[src/rtl/energy_threshold_estimator.sv]
// ---------------------------------------------------------------------------
// energy_threshold_estimator
//
// Front-end for the event-detection FSM. Every accepted signed sample is
// squared and folded into two moving sums of squares:
//   - energy : sum over the last SHORT_SIZE accepted samples
//   - TH     : sum over the last LONG_SIZE samples accepted by the long window
// The long (background) window holds while `freeze` is high, so event energy
// never leaks into the threshold. Freeze is only honoured after the long
// window has filled once (initDone).
//
// Ports:
//   clock        in   system clock
//   reset        in   synchronous, active-high reset
//   sample_in    in   signed sample, SAMPLE_W bits
//   sample_valid in   sample_in valid this cycle
//   freeze       in   holds the long-window update when high (after init)
//   energy       out  64-bit signed short-window sum of squares
//   TH           out  64-bit signed long-window sum of squares (optionally floored)
//   initDone     out  long window has filled; sticky until reset
//   out_valid    out  one-cycle pulse, energy/TH updated this cycle
//
// Handshake: sample_valid is a qualifier with no back-pressure; a sample
// presented with sample_valid=1 is always accepted at that clock edge and
// its effect is visible on energy/TH one cycle later, flagged by out_valid.
//
// Optional feature (macro TH_FLOOR_EN): when defined, the TH output is
// max(long_sum, TH_FLOOR). The internal long sum stays unclamped so the
// moving sum is never corrupted by the floor. When undefined, TH is the raw
// long sum.
// ---------------------------------------------------------------------------
module energy_threshold_estimator #(
    parameter int     SAMPLE_W   = 16,
    parameter int     SHORT_SIZE = 15,
    parameter int     LONG_SIZE  = 31,
    parameter longint TH_FLOOR   = 64
) (
    input  logic                       clock,
    input  logic                       reset,
    input  logic signed [SAMPLE_W-1:0] sample_in,
    input  logic                       sample_valid,
    input  logic                       freeze,
    output logic signed [63:0]         energy,
    output logic signed [63:0]         TH,
    output logic                       initDone,
    output logic                       out_valid
);

    localparam int SQ_W = 2 * SAMPLE_W;
    localparam int SPW  = (SHORT_SIZE > 1) ? $clog2(SHORT_SIZE) : 1;
    localparam int LPW  = (LONG_SIZE > 1) ? $clog2(LONG_SIZE) : 1;
    localparam int FW   = $clog2(LONG_SIZE + 1);

    localparam logic [SPW-1:0] S_LAST      = SPW'(SHORT_SIZE - 1);
    localparam logic [LPW-1:0] L_LAST      = LPW'(LONG_SIZE - 1);
    localparam logic [FW-1:0]  FILL_LAST   = FW'(LONG_SIZE - 1);

    // Elaboration-time sanity checks on the configuration.
    if (LONG_SIZE <= SHORT_SIZE) begin : g_bad_sizes
        $error("LONG_SIZE must be greater than SHORT_SIZE");
    end
    if (TH_FLOOR < 0) begin : g_bad_floor
        $error("TH_FLOOR must be non-negative");
    end

    // -----------------------------------------------------------------------
    // State
    // -----------------------------------------------------------------------
    logic [SQ_W-1:0]    sbuf_q [SHORT_SIZE];
    logic [SQ_W-1:0]    lbuf_q [LONG_SIZE];
    logic [SPW-1:0]     sptr_q, sptr_d;
    logic [LPW-1:0]     lptr_q, lptr_d;
    logic [FW-1:0]      fill_q, fill_d;
    logic signed [63:0] energy_q, energy_d;
    logic signed [63:0] long_sum_q, long_sum_d;
    logic               init_done_q, init_done_d;
    logic               out_valid_q, out_valid_d;

    // -----------------------------------------------------------------------
    // Square. A signed*signed product of two SAMPLE_W values fits in 2*SAMPLE_W
    // bits and is never negative (worst case (-2^(W-1))^2 = 2^(2W-2)), so it is
    // zero-extended into the 64-bit sums.
    // -----------------------------------------------------------------------
    logic signed [SQ_W-1:0] sq_s;
    logic [63:0]            sq_ext;
    logic [63:0]            s_evict_ext;
    logic [63:0]            l_evict_ext;
    logic                   long_en;

    assign sq_s        = sample_in * sample_in;
    assign sq_ext      = {{(64 - SQ_W){1'b0}}, sq_s};
    assign s_evict_ext = {{(64 - SQ_W){1'b0}}, sbuf_q[sptr_q]};
    assign l_evict_ext = {{(64 - SQ_W){1'b0}}, lbuf_q[lptr_q]};

    // Freeze only gates the long window once it has filled.
    assign long_en = sample_valid && (!freeze || !init_done_q);

    // -----------------------------------------------------------------------
    // Next-state logic
    // -----------------------------------------------------------------------
    always_comb begin
        sptr_d      = sptr_q;
        lptr_d      = lptr_q;
        fill_d      = fill_q;
        energy_d    = energy_q;
        long_sum_d  = long_sum_q;
        init_done_d = init_done_q;
        out_valid_d = sample_valid;

        if (sample_valid) begin
            energy_d = energy_q + $signed(sq_ext) - $signed(s_evict_ext);
            sptr_d   = (sptr_q == S_LAST) ? '0 : sptr_q + SPW'(1);
        end

        if (long_en) begin
            long_sum_d = long_sum_q + $signed(sq_ext) - $signed(l_evict_ext);
            lptr_d     = (lptr_q == L_LAST) ? '0 : lptr_q + LPW'(1);
            if (fill_q != FW'(LONG_SIZE)) begin
                fill_d = fill_q + FW'(1);
            end
            // initDone rises together with the sum that holds the
            // LONG_SIZE-th sample.
            if (fill_q == FILL_LAST) begin
                init_done_d = 1'b1;
            end
        end
    end

    // -----------------------------------------------------------------------
    // Registers
    // -----------------------------------------------------------------------
    always_ff @(posedge clock) begin
        if (reset) begin
            sptr_q      <= '0;
            lptr_q      <= '0;
            fill_q      <= '0;
            energy_q    <= '0;
            long_sum_q  <= '0;
            init_done_q <= 1'b0;
            out_valid_q <= 1'b0;
            for (int i = 0; i < SHORT_SIZE; i++) begin
                sbuf_q[i] <= '0;
            end
            for (int i = 0; i < LONG_SIZE; i++) begin
                lbuf_q[i] <= '0;
            end
        end else begin
            sptr_q      <= sptr_d;
            lptr_q      <= lptr_d;
            fill_q      <= fill_d;
            energy_q    <= energy_d;
            long_sum_q  <= long_sum_d;
            init_done_q <= init_done_d;
            out_valid_q <= out_valid_d;
            if (sample_valid) begin
                sbuf_q[sptr_q] <= sq_s;
            end
            if (long_en) begin
                lbuf_q[lptr_q] <= sq_s;
            end
        end
    end

    // -----------------------------------------------------------------------
    // Outputs
    // -----------------------------------------------------------------------
    assign energy    = energy_q;
    assign initDone  = init_done_q;
    assign out_valid = out_valid_q;

`ifdef TH_FLOOR_EN
    // Floor applies to the output only; long_sum_q keeps the true sum.
    assign TH = (long_sum_q < TH_FLOOR) ? TH_FLOOR : long_sum_q;
`else
    assign TH = long_sum_q;
`endif

endmodule

[config.mk]
export PLATFORM = sky130hd
export DESIGN_NAME = energy_threshold_estimator
export DESIGN_NICKNAME = d
export VERILOG_FILES = /design/src/rtl/energy_threshold_estimator.sv
export SDC_FILE = /design/constraint.sdc
export NUM_CORES = 2
export LEC_CHECK = 0
export BUFFER_PORTS_ARGS = -buffer_cell sky130_fd_sc_hd__buf_2
export CORE_MARGIN = 2
export CORE_UTILIZATION = 25
export CTS_BUF_LIST = sky130_fd_sc_hd__clkbuf_8
export CTS_CLUSTER_DIAMETER = 60
export CTS_CLUSTER_SIZE = 16
export DETAILED_ROUTE_END_ITERATION = 12
export GPL_ROUTABILITY_DRIVEN = 0
export PLACE_DENSITY = 0.48
export SYNTH_ARGS = -nofsm -noshare
export SYNTH_HDL_FRONTEND = slang
export SYNTH_SLANG_ARGS = --single-unit
[constraint.sdc]
create_clock -name clock -period 12.3 [get_ports clock]
set_clock_uncertainty 0.1 [all_clocks]
set_input_delay 2.46 -clock clock [delete_from_list [all_inputs] [get_ports clock]]
set_output_delay 2.46 -clock clock [all_outputs]
set_load 0.01 [all_outputs]
==> impl_results.html <==
<table>
<tr><th>Metric</th><th>Value</th></tr>
<tr><th colspan="2">Synth</th></tr>
<tr><td>Count of synthesis-stage warnings from yosys</td><td>0</td></tr>
<tr><td>Fraction of the mapped netlist area in adder cells</td><td>10.03%</td></tr>
<tr><td>Cell count after synthesis</td><td>6,784</td></tr>
<tr><td>Cell type with the highest aggregate area in the netlist</td><td>edfxtp_1</td></tr>
<tr><td>Largest cells by area after synthesis</td><td>edfxtp_1, mux4_2, nor2_1</td></tr>
<tr><td>Avg Cell Area, Syn</td><td>between 10 and 15 um^2</td></tr>
<tr><td>Count of different cell masters after synthesis</td><td>95</td></tr>
<tr><td>Main combinational cell family by area after synthesis</td><td>multiplexers</td></tr>
<tr><td>Leading register cell type out of synthesis</td><td>edfxtp_1</td></tr>
<tr><td>Simple-gate portion of the synthesized area</td><td>between 10 and 15%</td></tr>
<tr><td>Area fraction of the dominant cell type after synthesis</td><td>a little over 50%</td></tr>
<tr><td>Async set-or-reset flop fraction in the synthesized netlist</td><td>0%</td></tr>
<tr><td>Compound-cell area share of the yosys netlist</td><td>4.836%</td></tr>
<tr><td>Cell area after synthesis</td><td>86,340 um^2</td></tr>
<tr><td>Synthesized flop and latch total</td><td>1,641</td></tr>
<tr><td>Multiplexer area fraction after synthesis</td><td>13.04%</td></tr>
<tr><td>Xor and xnor area share after synthesis</td><td>under 10%</td></tr>
<tr><td>Sequential share of the synthesized area</td><td>between 50% and 60%</td></tr>
<tr><td>Net count after synthesis</td><td>~7,300</td></tr>
<tr><td>Number of enable-type register cells in the synthesized netlist</td><td>1,488</td></tr>
<tr><th colspan="2">Setup path</th></tr>
<tr><td>Critical Path Source Type</td><td>input port</td></tr>
<tr><td>Cell type group with the largest total delay on the critical path</td><td>adder cells</td></tr>
<tr><td>Crit path kind</td><td>input port to register</td></tr>
<tr><td>CP most frequent cell</td><td>fa_1</td></tr>
<tr><td>Data arrival time of the critical path</td><td>11,830 ps</td></tr>
<tr><td>Bufs and invs on worst path</td><td>7</td></tr>
<tr><td>Slowest stage delay, CP</td><td>approximately 560 ps</td></tr>
<tr><td>CP max-delay cell</td><td>fa_1</td></tr>
<tr><td>Reg-to-reg slack, setup</td><td>4810 ps</td></tr>
<tr><td>CP endpoint kind</td><td>register</td></tr>
<tr><td>Maximum fanout along the worst path</td><td>19</td></tr>
<tr><td>Required arrival time at the worst endpoint</td><td>roughly 13,000 ps</td></tr>
<tr><th colspan="2">Finish</th></tr>
<tr><td>Area occupied by registers</td><td>47,770 um^2</td></tr>
<tr><td>Final standard cell count with taps included and fillers excluded</td><td>11,403</td></tr>
<tr><td>Post-route core utilization</td><td>27.86%</td></tr>
<tr><td>Fraction of layout cells with a size suffix above 1</td><td>between 10% and 20%</td></tr>
<tr><td>Commonest non-fill, non-tap cell in the layout</td><td>nor2_1</td></tr>
<tr><td>Commonest non-fill, non-tap cells in the layout</td><td>nor2_1, edfxtp_1, inv_1</td></tr>
<tr><td>Final #Nets</td><td>7,283</td></tr>
<tr><td>Area of the multi-input gates</td><td>roughly 35,000 um^2</td></tr>
<tr><td>Area overhead of the layout relative to synthesis</td><td>10.76%</td></tr>
<tr><td>Number of inserted filler cells in the final layout</td><td>35,264</td></tr>
<tr><th colspan="2">Clock network</th></tr>
<tr><td>Clock tree from TritonCTS</td><td>built</td></tr>
<tr><td>Clock buffers created by TritonCTS</td><td>150</td></tr>
<tr><td>Clock latency on the worst-skew pair</td><td>~950 ps</td></tr>
<tr><td>Clock transition time at the flip-flop clock pins of the worst setup and hold paths</td><td>90 ps</td></tr>
<tr><td>Number of buffers inserted by post-CTS setup repair</td><td>0</td></tr>
<tr><td>Clk sinks</td><td>1,641</td></tr>
<tr><td>Number of levels the H-tree was split into</td><td>4</td></tr>
<tr><td>Longest Clk Path Bufs</td><td>4</td></tr>
<tr><td>Root cell of the clock tree</td><td>clkbuf_8</td></tr>
<tr><td>Hold Buf Count CTS</td><td>0</td></tr>
<tr><td>Count of instances resized after the clock tree is built</td><td>0</td></tr>
<tr><th colspan="2">Drt</th></tr>
<tr><td>Met3 Routed Length</td><td>18,250 um</td></tr>
<tr><td>Via count</td><td>54,409</td></tr>
<tr><td>Met2 wire len</td><td>around 130,000 um</td></tr>
<tr><td>Final wirelength</td><td>279,900 um</td></tr>
<tr><td>Top routing layer in use</td><td>met4</td></tr>
<tr><td>Routed wire per std cell</td><td>~25 um</td></tr>
<tr><td>Post-Route M1 WL</td><td>121,600 um</td></tr>
<tr><td>Average via count per standard cell</td><td>about 4.8</td></tr>
<tr><td>Remaining antenna violation count after routing</td><td>0</td></tr>
<tr><td>Post-route DRC</td><td>0</td></tr>
<tr><td>Drt pass-1 iters</td><td>5</td></tr>
<tr><td>DRT iter0 DRCs</td><td>~5,600</td></tr>
<tr><th colspan="2">GRT</th></tr>
<tr><td>GRT Overall Usage</td><td>between 10% and 20%</td></tr>
<tr><td>First-pass GRT wire length</td><td>around 400,000 um</td></tr>
<tr><td>Leftover overflow at the end of global routing</td><td>0</td></tr>
<tr><td>Vias in the first global route</td><td>about 55,000</td></tr>
<tr><td>Antenna violations before repair</td><td>12</td></tr>
<tr><td>Largest net degree at the start of global routing</td><td>between 100 and 150</td></tr>
<tr><th colspan="2">Place</th></tr>
<tr><td>Worst slack at placement</td><td>about 240 ps</td></tr>
<tr><td>Count of placed standard cells including taps</td><td>roughly 11,000</td></tr>
<tr><td>Half-perimeter wire length of the detailed placement result</td><td>roughly 180,000 um</td></tr>
<tr><td>Port buffer count</td><td>149</td></tr>
<tr><th colspan="2">Die</th></tr>
<tr><td>Number of rows created at floorplan</td><td>215</td></tr>
<tr><td>Number of top-level pins</td><td>150</td></tr>
<tr><td>Area of the die</td><td>approximately 350,000 um^2</td></tr>
<tr><td>Core area</td><td>343,300 um^2</td></tr>
<tr><td>Initial Utilization</td><td>between 20% and 30%</td></tr>
<tr><td>Die outline height</td><td>~590 um</td></tr>
<tr><td>Die outline width</td><td>591.7 um</td></tr>
<tr><th colspan="2">Timing</th></tr>
<tr><td>Max-slew violation count</td><td>0</td></tr>
<tr><td>Period utilization</td><td>between 90% and 100%</td></tr>
<tr><td>Setup_tns</td><td>0 ps</td></tr>
<tr><td>Pin slew with the least headroom to its limit</td><td>1281 ps</td></tr>
<tr><td>Final Setup Violations</td><td>0</td></tr>
<tr><td>Final worst slack</td><td>1151 ps</td></tr>
<tr><td>Post-route minimum period</td><td>between 10,000 and 15,000 ps</td></tr>
<tr><td>Final-report hold violation count</td><td>0</td></tr>
<tr><td>Unrepaired setup endpoints after global routing</td><td>no</td></tr>
<tr><td>Maximum clock frequency</td><td>between 80 and 90 MHz</td></tr>
<tr><td>Slew headroom</td><td>14.40%</td></tr>
<tr><th colspan="2">Hold path</th></tr>
<tr><td>Class of the tightest hold or removal check</td><td>register to register</td></tr>
<tr><th colspan="2">Run status</th></tr>
<tr><td>Result of the run</td><td>finished, final reports clean</td></tr>
<tr><th colspan="2">Run</th></tr>
<tr><td>Number of maximum-capacitance violations</td><td>0</td></tr>
</table>
final cells by class:
| class | instances | share of cell area (%) |
|---|---|---|
| Sequential cell | 1641 | 49.95 |
| Multi-Input combinational cell | 4070 | 36.52 |
| Tap cell | 4557 | 5.962 |
| Timing Repair Buffer | 338 | 2.360 |
| Clock buffer | 156 | 2.245 |
| Inverter | 547 | 2.150 |
| Clock inverter | 86 | 0.7876 |
| Antenna cell | 8 | 0.02093 |
worst reg2reg max path, stage by stage, from the launching register on:
cell	delay (ps)
dfxtp_4	900
buf_12	760
mux4_2	730
mux4_2	570
mux2i_1	590
fa_1	540
ha_1	380
a21o_1	220
a21oi_1	170
o31a_1	450
a211oi_2	140
buf_4	170
o311ai_2	390
a21oi_2	160
a31oi_4	250
o21ai_1	230
a311oi_2	350
xor2_1	180
o21ai_1	70
cells in the mapped netlist, drive strengths merged, types with 5 or more instances:
master and number:
buf 117, o211ai 10, xor2 65, nor3 28
o22ai 7, dfxtp 153, a21o 94, o21bai 25
clkbuf 409, or2 5, nand3 40, edfxtp 1488
and3 23, a21boi 8, a211o 6, nand2b 30
a31oi 21, and4 10, nor2b 27, a31o 7
mux2i 63, inv 546, a211oi 38, nor3b 11
xnor2 99, nand4 35, nand2 330, ha 220
o21ai 134, mux4 465, fa 295, mux2 14
o21a 14, a21oi 221, o31ai 9, and2 53
nor2 1599
registers in the layout, indices dropped and copies added, names as in the netlist, named ones only:
| register | count |
|---|---|
| energy | 64 |
| lptr_q | 5 |
| TH | 64 |
| sbuf_q | 496 |
| initDone | 1 |
| lbuf_q | 992 |
| sptr_q | 4 |
| out_valid | 1 |
| fill_q | 5 |
worst paths after layout:
| path | from | endpoint | cells past startpoint |
|---|---|---|---|
| setup / recovery | sample_in[2] | TH[61] | 36 |
| hold / removal | TH[0] | TH[0] | 2 |
| setup reg to reg | register | TH[61] | 18 |
| hold reg to reg | TH[0] | TH[0] | 2 |
metrics by stage:
stage	hold WS, ps	instance area [um^2]
after detailed placement	383.7	92710
after global placement	382.4	92710
after floorplan	366.7	86340
final	396.9	95630
after CTS	398.3	95610
after global routing	423.2	95620
routing by layer:
| layer | GRT usage, % | vias up |
|---|---|---|
| met3 | 2.139 | 309 |
| met4 | 3.972 | 0 |
| met5 | 0 | - |
| met2 | 26.27 | 1934 |
| met1 | 21.52 | 28491 |
| li1 | - | 23675 |
cells by family (layout without fill, tap and decap cells):
family / count (synthesis) / after routing
mux: 542 / 542
other cells: 0 / 8
fa+ha+maj: 515 / 515
compound gates: 641 / 641
flops: 1641 / 1641
xor+xnor: 164 / 164
buf+inv: 1073 / 1127
simple gates: 2208 / 2208
Power is left out: the tool's default activity adds up to more than one toggle a clock period on the data nets, which glitch-free logic cannot reach.
